File: config.mk
export PLATFORM = sky130hd
export DESIGN_NAME = fe_pc_gen
export DESIGN_NICKNAME = d
export VERILOG_FILES = /design/src/rtl/fe_pkg.sv /design/src/rtl/fe_spec_fifo.sv /design/src/rtl/fe_pc_gen.sv
export SDC_FILE = /design/constraint.sdc
export NUM_CORES = 1
export LEC_CHECK = 0
export BUFFER_PORTS_ARGS = -buffer_cell sky130_fd_sc_hd__buf_2
export CAP_MARGIN = 10
export CELL_PAD_IN_SITES_DETAIL_PLACEMENT = 0
export CELL_PAD_IN_SITES_GLOBAL_PLACEMENT = 1
export CORE_AREA = 2 2 117 131
export DETAILED_ROUTE_END_ITERATION = 12
export DIE_AREA = 0 0 119 133
export HOLD_SLACK_MARGIN = 0.06
export PLACE_DENSITY_LB_ADDON = 0.15
export SLEW_MARGIN = 0
export SYNTH_ARGS = -nofsm -noshare
export SYNTH_HDL_FRONTEND = slang
export SYNTH_SLANG_ARGS = --single-unit
File: constraint.sdc
create_clock -name clk_i -period 4.2 [get_ports clk_i]
set_input_delay 0.21 -clock clk_i [delete_from_list [all_inputs] [get_ports clk_i]]
set_output_delay 0.21 -clock clk_i [all_outputs]
set_load 0.05 [all_outputs]
File: src/rtl/fe_pkg.sv
// Shared front-end types and constants for the next-PC stage and its checkpoint FIFO.
package fe_pkg;

  localparam int PC_W = 16;

  typedef logic [PC_W-1:0] pc_t;

  typedef enum logic [1:0] {
    CC = 2'b00,
    B  = 2'b01,
    BL = 2'b10,
    BX = 2'b11
  } branch_op_e;

  localparam int  PC_INC   = 2;
  localparam pc_t RESET_PC = 16'h0000;

endpackage

File: src/rtl/fe_spec_fifo.sv
// In-order checkpoint FIFO holding the alternate PC of each in-flight speculative branch.
module fe_spec_fifo #(
  parameter int PC_WIDTH   = 16,
  parameter int SPEC_DEPTH = 4
) (
  input  logic                          clk_i,
  input  logic                          reset_i,
  input  logic                          push_i,
  input  logic [PC_WIDTH-1:0]           push_pc_i,
  input  logic                          pop_i,
  input  logic                          clear_i,
  output logic [PC_WIDTH-1:0]           head_pc_o,
  output logic                          full_o,
  output logic                          empty_o,
  output logic [$clog2(SPEC_DEPTH):0]   count_o
);

  import fe_pkg::*;

  localparam int AW = $clog2(SPEC_DEPTH);

  logic [PC_WIDTH-1:0] mem [SPEC_DEPTH];
  logic [AW:0]         wr_ptr;
  logic [AW:0]         rd_ptr;

  // Extra wrap bit on each pointer distinguishes full from empty.
  always_ff @(posedge clk_i or posedge reset_i) begin
    if (reset_i) begin
      wr_ptr <= '0;
      rd_ptr <= '0;
    end else if (clear_i) begin
      wr_ptr <= '0;
      rd_ptr <= '0;
    end else begin
      if (push_i) wr_ptr <= wr_ptr + (AW+1)'(1);
      if (pop_i)  rd_ptr <= rd_ptr + (AW+1)'(1);
    end
  end

  always_ff @(posedge clk_i) begin
    if (push_i && !clear_i) mem[wr_ptr[AW-1:0]] <= push_pc_i;
  end

  assign head_pc_o = mem[rd_ptr[AW-1:0]];
  assign count_o   = wr_ptr - rd_ptr;
  assign empty_o   = (wr_ptr == rd_ptr);
  assign full_o    = (wr_ptr[AW] != rd_ptr[AW]) &&
                     (wr_ptr[AW-1:0] == rd_ptr[AW-1:0]);

endmodule

File: src/rtl/fe_pc_gen.sv
// Front-end next-PC generator with speculative-branch checkpointing and redirect handling.
// Optional branch statistics counters are enabled by defining FE_PC_GEN_STATS_EN.
module fe_pc_gen #(
  parameter int                  PC_WIDTH   = fe_pkg::PC_W,
  parameter logic [PC_WIDTH-1:0] RESET_PC   = fe_pkg::RESET_PC,
  parameter int                  PC_INC     = fe_pkg::PC_INC,
  parameter int                  SPEC_DEPTH = 4
) (
  input  logic                          clk_i,
  input  logic                          reset_i,
  input  logic                          inst_v_i,
  input  logic                          take_branch_i,
  input  logic                          speculative_i,
  input  logic [PC_WIDTH-1:0]           branch_offset_i,
  input  logic                          fetch_ready_i,
  input  logic                          resolve_v_i,
  input  logic                          resolve_mispredict_i,
  input  logic                          redirect_v_i,
  input  logic [PC_WIDTH-1:0]           redirect_pc_i,
`ifdef FE_PC_GEN_STATS_EN
  output logic [15:0]                   spec_branches_o,
  output logic [15:0]                   mispredicts_o,
`endif
  output logic [PC_WIDTH-1:0]           pc_o,
  output logic                          pc_v_o,
  output logic                          stall_o,
  output logic                          flush_o,
  output logic [$clog2(SPEC_DEPTH):0]   spec_count_o
);

  import fe_pkg::*;

  localparam int                  CW  = $clog2(SPEC_DEPTH) + 1;
  localparam logic [PC_WIDTH-1:0] INC = PC_WIDTH'(PC_INC);

  logic [PC_WIDTH-1:0] pc_p0;
  logic [PC_WIDTH-1:0] pc_nxt;
  logic [PC_WIDTH-1:0] seq_pc;
  logic [PC_WIDTH-1:0] tgt_pc;
  logic [PC_WIDTH-1:0] alt_pc;
  logic [PC_WIDTH-1:0] head_pc;
  logic                vld_p0;
  logic                flush_p0;
  logic                fifo_full;
  logic                fifo_empty;
  logic [CW-1:0]       fifo_count;
  logic                mispredict;
  logic                resolve_ok;
  logic                stall;
  logic                advance;
  logic                clear;
  logic                push;
  logic                pop;

  always_comb begin
    seq_pc     = pc_p0 + INC;
    tgt_pc     = pc_p0 + branch_offset_i;
    alt_pc     = take_branch_i ? seq_pc : tgt_pc;
    mispredict = !redirect_v_i && resolve_v_i && resolve_mispredict_i && !fifo_empty;
    resolve_ok = resolve_v_i && !resolve_mispredict_i && !fifo_empty;
    // A full FIFO only blocks a new speculative branch if nothing retires this cycle.
    stall      = vld_p0 && !redirect_v_i && !mispredict && inst_v_i && speculative_i &&
                 fifo_full && !(resolve_v_i && !resolve_mispredict_i);
    advance    = vld_p0 && !stall && fetch_ready_i;
    clear      = redirect_v_i || mispredict;
    pop        = resolve_ok && !clear;
    push       = !clear && advance && inst_v_i && speculative_i;

    pc_nxt = pc_p0;
    if (redirect_v_i)   pc_nxt = redirect_pc_i;
    else if (mispredict) pc_nxt = head_pc;
    else if (advance)    pc_nxt = (inst_v_i && take_branch_i) ? tgt_pc : seq_pc;
  end

  // Stage p0: architectural fetch PC, valid and flush pulse.
  always_ff @(posedge clk_i or posedge reset_i) begin
    if (reset_i) begin
      pc_p0    <= RESET_PC;
      vld_p0   <= 1'b0;
      flush_p0 <= 1'b0;
    end else begin
      pc_p0    <= pc_nxt;
      vld_p0   <= 1'b1;
      flush_p0 <= clear;
    end
  end

  fe_spec_fifo #(
    .PC_WIDTH   (PC_WIDTH),
    .SPEC_DEPTH (SPEC_DEPTH)
  ) u_spec_fifo (
    .clk_i     (clk_i),
    .reset_i   (reset_i),
    .push_i    (push),
    .push_pc_i (alt_pc),
    .pop_i     (pop),
    .clear_i   (clear),
    .head_pc_o (head_pc),
    .full_o    (fifo_full),
    .empty_o   (fifo_empty),
    .count_o   (fifo_count)
  );

  assign pc_o         = pc_p0;
  assign pc_v_o       = vld_p0 && !stall;
  assign stall_o      = stall;
  assign flush_o      = flush_p0;
  assign spec_count_o = fifo_count;

`ifdef FE_PC_GEN_STATS_EN
  function automatic logic [15:0] sat_inc(input logic [15:0] v);
    return (v == 16'hFFFF) ? v : v + 16'd1;
  endfunction

  logic [15:0] spec_cnt_p0;
  logic [15:0] mis_cnt_p0;

  // Stage p0: saturating event counters.
  always_ff @(posedge clk_i or posedge reset_i) begin
    if (reset_i) begin
      spec_cnt_p0 <= '0;
      mis_cnt_p0  <= '0;
    end else begin
      if (push)       spec_cnt_p0 <= sat_inc(spec_cnt_p0);
      if (mispredict) mis_cnt_p0  <= sat_inc(mis_cnt_p0);
    end
  end

  assign spec_branches_o = spec_cnt_p0;
  assign mispredicts_o   = mis_cnt_p0;
`endif

  // Resolving with no outstanding speculative branch is a backend protocol error.
  assert property (@(posedge clk_i) disable iff (reset_i) !(resolve_v_i && fifo_empty));

endmodule

; After elaboration in Yosys (flattened, before gate mapping)
; Memories as Yosys holds them, arrays and structs flattened.
; Index checks and enable logic that the tools add are counted.
[totals]
input_bits = 41
mem_bits_rw = 64
reg_bits = 24
n_memories = 1
[mem_list]
columns = name, words, width, read_ports, rd_clocked_by_memory_dff, write_ports, line
row1 = u_spec_fifo.mem, 4, 16, 1, 0, 1, fe_spec_fifo.sv:22  ; logic [PC_WIDTH-1:0] mem [SPEC_DEPTH];
[classes]
n_mux = 11
n_reduce_logical = 31
add_sub_neg = 5
n_eq_ne = 3
[ops]
columns = cell, count
row1 = 2-to-1 mux 16 bit, 5
row2 = logical AND 1 bit, 20
row3 = adder 16 bit, 1
row4 = "adder 16 x 2 -> 16 bit, second input constant", 1
row5 = 2-to-1 mux 3 bit, 4
row6 = logical NOT 1 bit, 7
row7 = "adder 3 x 1 -> 3 bit, second input constant", 2
row8 = nonzero test 2 bit, 2
row9 = == test 3 bit, 1
row10 = nonzero test 3 bit, 1
row11 = subtractor 3 bit, 1
row12 = == test 2 bit, 1
row13 = 2-to-1 mux 1 bit, 2
row14 = logical OR 1 bit, 1
row15 = inequality test 1 bit, 1

; Depth between registers and ports, before layout
[logic_depth]
depth_word = 19
mapped_depth = 12

; Cells and area by module
; Synthesis repeated with hierarchy kept, for this count alone.
[unflattened]
cells_unflattened = 441
area_unflattened_um2 = 5106.1
[by_module_without_submodules]
columns = mod, area_each_um2, cells_per_inst, n_inst
row1 = fe_spec_fifo, 2798.9, 131, 1
row2 = fe_pc_gen, 2307.2, 310, 1

; Least setup slack after synthesis
; Ideal clock, no wire load.
[synth_path]
path_kind = register to output
startpoint = register u_spec_fifo.rd_ptr[1]
endpoint = output pc_v_o
path_buffers = 2
setup_slack_ns = 0.981
stages_incl_launch_ff = 9
arrival_time_ns = 3.009
cell_sequence = dfrtp_1 -> clkbuf_1 -> clkbuf_1 -> inv_1 -> ha_1 -> and4b_1 -> nand4_1 -> nor2_1 -> nor2b_1
[synth_via]
elab_chain_len = 11
word_cells_on_any_way = 13
classes_between = eq/ne: 2 / reduce/logical: 11
[synth_rtl]
columns = element, line
row1 = "start, declared", fe_spec_fifo.sv:24  ; logic [AW:0] rd_ptr;
row2 = "start signal, assigned", fe_spec_fifo.sv:36  ; if (pop_i) rd_ptr <= rd_ptr + (AW+1)'(1);
row3 = == test 3 bit, fe_spec_fifo.sv:46  ; assign empty_o = (wr_ptr == rd_ptr);
row4 = logical NOT 1 bit, fe_pc_gen.sv:59  ; mispredict = !redirect_v_i && resolve_v_i && resolve_mispredict_i && !fifo_empty;
row5 = logical AND 1 bit, fe_pc_gen.sv:59
row6 = logical NOT 1 bit, fe_pc_gen.sv:62  ; stall = vld_p0 && !redirect_v_i && !mispredict && inst_v_i && speculative_i &&
row7 = logical AND 1 bit (3 in series), fe_pc_gen.sv:62
row8 = logical AND 1 bit (*), fe_pc_gen.sv:62
row9 = logical AND 1 bit (*), fe_pc_gen.sv:63  ; fifo_full && !(resolve_v_i && !resolve_mispredict_i);
row10 = named net stall_o, fe_pc_gen.sv:26  ; output logic stall_o,
row11 = logical NOT 1 bit (*), fe_pc_gen.sv:105  ; assign pc_v_o = vld_p0 && !stall;
row12 = logical AND 1 bit (*), fe_pc_gen.sv:105
row13 = "end, declared", fe_pc_gen.sv:25  ; output logic pc_v_o,
; The timed path passes the listed nets; every way through them passes the cells marked *.

; Worst setup path in the final report
[layout_path]
startpoint = register u_spec_fifo.wr_ptr[0]
endpoint = memory u_spec_fifo.mem[1][0] (enable)
[layout_via]
word_cells_on_any_way = 22
classes_between = eq/ne: 2 / mux: 2 / reduce/logical: 18
[layout_lines]
columns = element, line
row1 = "start, declared", fe_spec_fifo.sv:23  ; logic [AW:0] wr_ptr;
row2 = "start signal, assigned", fe_spec_fifo.sv:35  ; if (push_i) wr_ptr <= wr_ptr + (AW+1)'(1);
row3 = == test 3 bit (*), fe_spec_fifo.sv:46
row4 = logical NOT 1 bit (*), fe_pc_gen.sv:59
row5 = logical AND 1 bit (*), fe_pc_gen.sv:59
row6 = logical OR 1 bit (*), fe_pc_gen.sv:65  ; clear = redirect_v_i || mispredict;
row7 = named net clear, fe_pc_gen.sv:51  ; logic clear;
row8 = logical NOT 1 bit (*), "fe_spec_fifo.sv:41, fe_pc_gen.sv:67"
row9 = logical AND 1 bit (3 in series), fe_pc_gen.sv:67  ; push = !clear && advance && inst_v_i && speculative_i;
row10 = logical AND 1 bit (*), fe_spec_fifo.sv:41  ; if (push_i && !clear_i) mem[wr_ptr[AW-1:0]] <= push_pc_i;
row11 = 2-to-1 mux 1 bit (*), fe_spec_fifo.sv:41
row12 = 2-to-1 mux 1 bit (implied by the code) (*), fe_spec_fifo.sv:41
row13 = "end, declared", fe_spec_fifo.sv:22
; Marks and branches as above.

==> flow_metrics.py <==
metrics = {
    "global_route": {
        "grt_pass1_wl_mm": 20.60,
        "antenna_found_initial": 0,
        "grt_use_total_pct": 17.24,
        "grt_max_degree": 28,
        "grt-ovfl-total": 0,
        "grt_pass1_vias": 3633,
    },
    "layout": {
        "fin_area_mm2": 0.005868,
        "fin_nets": 547,
        "final_util_pct": 40.08,
        "fillers": 1387,
        "n_antenna_cell": 0,
        "area.growth.synth_to_final_pct": 17.43,
        "finalNonFillerCells": 681,
        "drive_above_1_share_pct": 24.95,
        "final-seq-area_mm2": 0.002522,
        "multiInputGateArea_mm2": 0.002354,
    },
    "worst_hold_path": {
        "hold_depth": 3,
        "min_path_type": "input port to flip-flop",
        "min-delay-start": "redirect_pc_i[2]",
        "holdPathEnd": "pc_o[2]",
    },
    "placement": {
        "place_congestion": 0.7752,
        "dp_hpwl_mm": 9.465,
        "dpl_worst_slack_ns": 1.111,
        "place_area_mm2": 0.005522,
        "io_buffers": 62,
        "place_inst": 665,
    },
    "yosys": {
        "synth_top_area_share_pct": 38.46,
        "yosysTopAreaCell": "edfxtp_1",
        "ys_seq_area_share_pct": 50.48,
        "yosys_register_bits": 88,
        "synth_edf_count": 64,
        "syn_nets": 483,
        "synth-async-reset-ratio_pct": 27.27,
        "avgSynthCellArea_um2": 11.98,
        "synth.distinct_cells": 71,
        "yosys-top-cells-area": "edfxtp_1 (38%), dfrtp_1 (12%), mux4_2 (7.2%)",
        "yosysWarnings": 0,
        "synthCells": 417,
        "syn_area_mm2": 0.004997,
        "synthFlopType": "edfxtp_1",
    },
    "timing": {
        "finalMaxSlewViolations": 0,
        "finalWorstSetupSlack_ns": 1.103,
        "tightest_slew_ns": 0.9709,
        "layout_min_cycle_time_ns": 3.097,
        "finClkSkew_ns": 0.01110,
        "whs_ns": 0.07820,
        "final_hold_viol_count": 0,
        "min_period_over_period_pct": 73.75,
        "setup_violations": 0,
        "clock.fmax_mhz": 322.9,
        "rsz0062_at_grt": "no",
        "slew_headroom_pct": 35.03,
        "finalSetupTns_ns": 0,
    },
    "die": {
        "std_cell_rows": 47,
        "die_x_um": 119,
        "start_util_pct": 34.13,
        "die-area_mm2": 0.01583,
        "die_h_um": 133,
        "design.core.area_mm2": 0.01464,
        "ios": 63,
    },
    "detailed_routing": {
        "wirelength_mm": 13.09,
        "drt-pass1-iter-count": 6,
        "drc_errors": 0,
        "drt_iter0_drc": 112,
        "vias_per_cell": 5.079,
        "via_count": 3459,
        "wl_per_cell_um": 19.23,
        "ant_nets": 0,
    },
    "clock_tree": {
        "hold_buffers": 1,
        "cts_setup_buffers": 0,
        "cts.reportedPaths.clkPinSlew_ns": 0.06,
        "tritoncts": "built",
        "clk_path_buf_depth": 2,
        "cts_buffers": 9,
        "cts-root-buf": "clkbuf_16",
        "cts_resized": 0,
        "cts.sinks": 88,
        "clkLatencyLatePin_ns": 0.34,
        "cts-htree-levels": 3,
    },
    "power": {
        "power.total_mw": 2.621,
        "ir_drop_v": 0.0002277,
        "leakage_nw": 2.225,
        "power_density_mw_per_mm2": 446.7,
    },
    "critical_path": {
        "startpoint_type": "flip-flop",
        "worstPathCellList": "inv_1, ha_1, nand2_1, o211ai_4, nand2_4, nor3b_2, and2_1",
        "cp-end-kind": "flip-flop",
        "worstPathArrival_ns": 3.06,
        "r2r-end": "u_spec_fifo.mem[1][0]",
        "critPathSlowestCell": "and2_1",
        "required_ns": 4.16,
        "path_depth": 7,
        "reg2reg_from": "u_spec_fifo.wr_ptr[0]",
        "crit_type": "flip-flop to flip-flop",
        "path_buf_inv": 1,
        "r2r_slack_ns": 1.10,
        "r2r_cells": 7,
        "critical-path-top-delay-family": "simple AND/OR/NAND/NOR gates",
        "worst_path_largest_cell_delay_ns": 0.79,
        "crit_fanout": 16,
    },
    "outcome": {
        "outcome": "completed",
    },
    "run": {
        "cap_violations": 0,
    },
}
[final cells by class]
class	count	area share [%]
flip-flops and latches	88	42.99
multi-input cells	300	40.11
repair buffers	68	6.098
well taps	196	4.179
clock buffers	11	4.136
clock inverters	4	1.599
inverters	14	0.8955
[synth_stat cells (5+ instances only)]
cell type	n
edfxtp_1	64
nand2_1	45
a21oi_1	26
nor2_1	26
dfrtp_1	24
ha_1	23
xnor2_1	21
o21ai_0	19
mux4_2	16
inv_1	14
nand3_1	9
clkbuf_1	8
mux2i_1	8
xor2_1	8
o211ai_1	7
a211oi_1	6
nand4_1	5
[routing by layer]
layer	vias up	wire (µm)	track usage [%]
li1	1695	-	-
met1	1680	6332	23.95
met2	72	6144	27.78
met3	12	446	3.060
met4	0	169	4.762
met5	-	0	0
[cell usage in the layout (no fill, tap or decap), drive strengths merged, types with 2 or more instances in the layout]
cell | synthesis | routed
dfrtp | 24 | 24
o2111ai | 2 | 2
nand4 | 5 | 5
o21ai | 24 | 24
mux2i | 8 | 8
a21oi | 27 | 27
nor3 | 5 | 5
a21o | 3 | 3
o21a | 3 | 3
nor2b | 3 | 3
bufinv | 0 | 3
mux2 | 4 | 4
inv | 14 | 14
nor3b | 2 | 2
o31ai | 2 | 2
o211ai | 10 | 10
xnor2 | 21 | 21
and3 | 3 | 3
edfxtp | 64 | 64
buf | 6 | 67
nand2 | 49 | 49
mux4 | 16 | 16
o22ai | 4 | 4
a211oi | 6 | 6
ha | 23 | 23
nor2 | 29 | 29
and2 | 5 | 5
xor2 | 9 | 9
a222oi | 2 | 2
clkbuf | 9 | 11
nand3 | 9 | 9
a31oi | 4 | 4
fa | 2 | 2
a22oi | 2 | 2
[worst max-delay path by stage]
stage	start	endpoint	slack, ns
5_1_grt	u_spec_fifo.wr_ptr[0]	u_spec_fifo.mem[1][0]	0.89
3_3_place_gp	u_spec_fifo.wr_ptr[0]	u_spec_fifo.mem[2][3]	1.25
2_1_floorplan	u_spec_fifo.rd_ptr[1]	pc_v_o	0.98
3_5_place_dp	u_spec_fifo.wr_ptr[0]	u_spec_fifo.mem[1][1]	1.11
6_report	u_spec_fifo.wr_ptr[0]	u_spec_fifo.mem[1][0]	1.10
4_1_cts	u_spec_fifo.wr_ptr[0]	u_spec_fifo.mem[1][2]	1.09
[tightest hold or removal path, delay by kind of cell]
family	cells	cell delay, ns
buf+inv	1	0.07
compound gates	1	0.06
simple gates	1	0.04
[cell families (layout without fill, tap and decap cells)]
| family | after synthesis | after routing | share of synthesized area, % |
|---|---|---|---|
| and+or+nand+nor | 116 | 116 | 11.67 |
| xor gates and xnor gates | 30 | 30 | 5.408 |
| muxes | 28 | 28 | 9.715 |
| buffers and inverters | 29 | 97 | 2.429 |
| DFF | 88 | 88 | 50.48 |
| AOI/OAI and AO/OA | 100 | 100 | 13.67 |
| adders and majority gates | 25 | 25 | 6.560 |
| other | 1 | 1 | 0.07504 |
[power breakdown]
part	leakage [nW]	switching, mW	internal [mW]
logic	1.19	0.419	0.218
registers	0.869	0.0455	1.01
clock network	0.163	0.333	0.593
total	2.22	0.798	1.82
[registers in the layout, summed over array words and instances, names as in the netlist]
name	flops
u_spec_fifo.rd_ptr	3
u_spec_fifo.wr_ptr	3
u_spec_fifo.mem	64
vld_p0	1
pc_o	16
flush_o	1
No activity file was read; power rests on OpenSTA's default activity.
